$ cat src/rtl/fetch_unit.sv
// Instruction fetch stage: one outstanding imem request, registered instruction,
// valid/ready handoff to decode, PC steering from PCSrc/ImmExt.
module fetch_unit #(
  parameter int              XLEN     = 32,
  parameter logic [XLEN-1:0] RESET_PC = '0
) (
  input  logic            clk,
  input  logic            rst_n,
  output logic            imem_req,
  output logic [XLEN-1:0] imem_addr,
  input  logic            imem_ready,
  input  logic            imem_rvalid,
  input  logic [XLEN-1:0] imem_rdata,
  output logic            instr_valid,
  input  logic            instr_ready,
  input  logic            PCSrc,
  input  logic [XLEN-1:0] ImmExt,
  output logic [XLEN-1:0] Instr,
  output logic [6:0]      op,
  output logic [2:0]      funct3,
  output logic            funct7,
  output logic [XLEN-1:0] PC,
  output logic [XLEN-1:0] PCPlus4,
  output logic            misalign
);

  localparam logic [1:0] S_REQ  = 2'd0;
  localparam logic [1:0] S_WAIT = 2'd1;
  localparam logic [1:0] S_HOLD = 2'd2;

  logic [1:0]      state;
  logic [XLEN-1:0] pc;
  logic [XLEN-1:0] instr;
  logic [XLEN-1:0] target;
  logic [XLEN-1:0] next_pc;

  assign target  = pc + ImmExt;
  assign PCPlus4 = pc + XLEN'(4);
  // Branch targets are word-aligned by dropping the low bits; misalign flags it.
  assign next_pc = PCSrc ? {target[XLEN-1:2], 2'b00} : PCPlus4;

  always_ff @(posedge clk or negedge rst_n) begin
    if (!rst_n) begin
      state    <= S_REQ;
      pc       <= RESET_PC;
      instr    <= XLEN'(32'h0000_0013);
      misalign <= 1'b0;
    end else begin
      misalign <= 1'b0;
      case (state)
        S_REQ:  if (imem_ready) state <= S_WAIT;
        S_WAIT: if (imem_rvalid) begin
          instr <= imem_rdata;
          state <= S_HOLD;
        end
        S_HOLD: if (instr_ready) begin
          pc       <= next_pc;
          state    <= S_REQ;
          misalign <= PCSrc && (target[1:0] != 2'b00);
        end
        default: state <= S_REQ;
      endcase
    end
  end

  assign imem_req    = (state == S_REQ);
  assign imem_addr   = pc;
  assign instr_valid = (state == S_HOLD);
  assign Instr       = instr;
  assign op          = instr[6:0];
  assign funct3      = instr[14:12];
  assign funct7      = instr[30];
  assign PC          = pc;

endmodule

$ cat config.mk
export PLATFORM = sky130hd
export DESIGN_NAME = fetch_unit
export DESIGN_NICKNAME = d
export VERILOG_FILES = /design/src/rtl/fetch_unit.sv
export SDC_FILE = /design/constraint.sdc
export NUM_CORES = 1
export LEC_CHECK = 0
export BUFFER_PORTS_ARGS = -buffer_cell sky130_fd_sc_hd__buf_4
export CAP_MARGIN = 25
export CORE_ASPECT_RATIO = 2
export CORE_UTILIZATION = 25
export CTS_CLUSTER_DIAMETER = 120
export DETAILED_ROUTE_END_ITERATION = 10
export GPL_TIMING_DRIVEN = 0
export HOLD_SLACK_MARGIN = 0.03
export SYNTH_ARGS = -nofsm -noshare
export SYNTH_HDL_FRONTEND = slang
export SYNTH_SLANG_ARGS = --single-unit
$ cat constraint.sdc
create_clock -name clk -period 6.5 [get_ports clk]
set_clock_uncertainty 0.05 [all_clocks]
set_input_delay 1.3 -clock clk [delete_from_list [all_inputs] [get_ports clk]]
set_output_delay 1.3 -clock clk [all_outputs]
set_load 0.005 [all_outputs]
==> flow_summary.toml <==
[sta]
period_share_pct = 62.3
tns_ns = 0
period_minus_slack_ns = 4.05
max_freq_mhz = 247
slew_headroom_pct = 40.7
tightest_slew_ns = 0.889
finalHoldViolCount = 0
setup_viol = 0
slew_viol_final = 0
rsz0062_at_grt = "no"

[synth]
synth_edf_count = 0
syn_area_sq_um = 5060
synth_top_family_by_area = "simple AND/OR/NAND/NOR gates"
seq_area_frac_synth_pct = 32.2
synthXorXnorAreaFrac_pct = 7.97
syn-instance-count = 561
syn_avg_cell_area_sq_um = 9.01
synth_flop_cell = "dfrtp_1"
synth_seq_cells = 65
synthAdderAreaFrac_pct = 7.42
synth-compound-area-share_pct = 15.7
synth_mux_area_share_pct = 8.51
synthSimpleGateAreaFrac_pct = 18.6
synth.distinct_cells = 59
synthArstFlopShare_pct = 100
yosys_warnings = 0

[clock_tree]
clock_path_buffers = 2
clkLatencyLatePin_ns = 0.33
clockRootBuffer = "clkbuf_16"
cts-htree-levels = 3
cts_setup_buffers = 0
cts.clk_slew.worst_paths_ns = 0.05
cts_tree = "yes"
cts_resized = 0
clock_sinks = 65
numCtsBuffers = 9
hold_buffers = 0

[floorplan]
die_w_um = 103
die_area_sq_um = 20800
start_util_pct = 25.5
core_area_sq_um = 19800
fp-row-count = 73
die_y_um = 203
num_io_pins = 212

[critical_path]
cp_max_fo = 9
path_class = "reg2out"
cp.required_ns = 5.15
r2r_cells = 8
cp-start-kind = "flop"
critPathArrivalTime_ns = 2.70
critPathCaptureType = "output pin"

[drt]
via_per_inst = 4.70
routed_wl_um = 17700
drt_iter0_markers = 172
num_vias = 4934
ant_nets = 0
dr.pass1.iters = 4
drc = 0
wire_per_inst_um = 16.8

[global_route]
grt_max_degree = 66
antenna_found_initial = 0
grt_pass1_wl_um = 25800
grt-ovfl-total = 0
grt_util_all_layers_pct = 16.8
grt_pass1_vias = 4845

[pwr]
leakage_nw = 3.42
ir_drop_mv = 0.137
power_density_nw_per_um2 = 459

[placed_design]
hpwl_um = 14200
place_congestion = 0.851
postPlaceCellArea_sq_um = 6940
port_buffers = 205

[finish]
area_growth_pct = 42.5
fillers = 2097
drive_above_1_share_pct = 39.6
final_area_sq_um = 7210
insertedDiodeCount = 0
fin_nets = 882

[worst_hold_path]
hold_path.class = "reg2reg"
whs_path_depth = 1

[flow_run]
drv_cap = 0

[outcome]
status = "completed"
metrics by stage:
stage / power [mW] / setup WS [ns] / utilization, % / cells / hold WS (ns)
after floorplan: 1.92 / 3.24 / - / 566 / 0.382
after global placement: 2.87 / 2.44 / 35.0 / 1033 / 0.404
after detailed placement: 2.89 / 2.41 / 35.0 / 1033 / 0.410
after CTS: 3.35 / 2.41 / 36.4 / 1049 / 0.414
after global routing: 3.57 / 2.34 / 36.4 / 1049 / 0.452
final: 3.31 / 2.45 / 36.4 / 1049 / 0.408
synthesized netlist by cell type, drive strengths merged (10+ instances only):
cell	n	area, sq um
nor3	14	75.1
a21oi	37	185
xor2	17	149
and3	13	81.3
o21ai	42	210
nor2	36	159
nand3	20	118
dfrtp	62	1550
buf	55	398
xnor2	29	254
mux2	32	360
ha	30	375
clkbuf	14	53.8
nand2	40	150
a31oi	10	62.6
registers in the layout, summed over array words and instances, names as in the netlist:
name and flops:
Instr 32, PC 30, misalign 1, state 2
cell families (layout without fill, tap and decap cells):
logic type | after synthesis | in the layout
simple gates | 171 | 171
compound gates | 132 | 132
buf+inv | 77 | 298
flops | 65 | 65
xor+xnor | 46 | 46
mux | 39 | 39
fa+ha+maj | 30 | 30
other cells | 1 | 6
routing by layer:
metal / GRT usage, % / vias to the layer above / wire length, um
li1: - / 2412 / -
met1: 15.2 / 2317 / 5910
met2: 33.5 / 172 / 10200
met3: 2.64 / 33 / 836
met4: 9.03 / 0 / 681
met5: 0 / - / 0
cell type report:
| type | instances | area (sq um) | share of cell area, % |
|---|---|---|---|
| flip-flops and latches | 65 | 1630 | 22.6 |
| well taps | 262 | 328 | 4.55 |
| plain buffers | 69 | 452 | 6.27 |
| inverters | 8 | 30.0 | 0.417 |
| multi-input cells | 424 | 2960 | 41.1 |
| repair buffers | 205 | 1540 | 21.4 |
| clock buffers | 15 | 258 | 3.58 |
| clock inverters | 1 | 5.00 | 0.0695 |
where the power goes:
group / internal [mW] / leakage (nW) / switching, mW
clock: 0.268 / 0.128 / 0.168
sequential: 0.603 / 0.773 / 0.281
combinational: 1.14 / 2.52 / 0.849
total: 2.01 / 3.42 / 1.30
worst paths after layout:
path                            startpoint     endpoint  slack [ns]
worst max-delay path                 PC[2]  PCPlus4[28]        2.45
worst min-delay path              state[1]     state[0]        0.41
worst max register to register      PC[15]       PC[30]        3.31
worst min register to register    state[1]     state[0]        0.41
max in group asynchronous            rst_n       PC[14]        4.77
min in group asynchronous            rst_n    Instr[15]        1.03
layout by cell type (no fill, tap or decap), types with 7 or more instances in the layout:
cell type and n:
clkbuf_16 9, a21o_1 9, inv_1 8, nand3_1 18, dfrtp_1 62, a21oi_1 37
a31oi_1 10, nor2_1 34, clkbuf_1 18, nor3_1 13, mux2_2 32, xor2_1 17
nand4_1 7, nor4_1 7, o21ai_1 20, o21ai_0 22, mux2i_1 7, ha_1 30
buf_4 253, xnor2_1 29, and3_1 13, nand2_1 40
worst max-delay path, stage by stage (launching register included):
cell and delay [ns]:
dfrtp_1 0.50, ha_1 0.32, and3_1 0.35, nand3_1 0.16
nor4_1 0.59, xor2_1 0.28, buf_4 0.16
No activity file was read; power rests on OpenSTA's default activity.
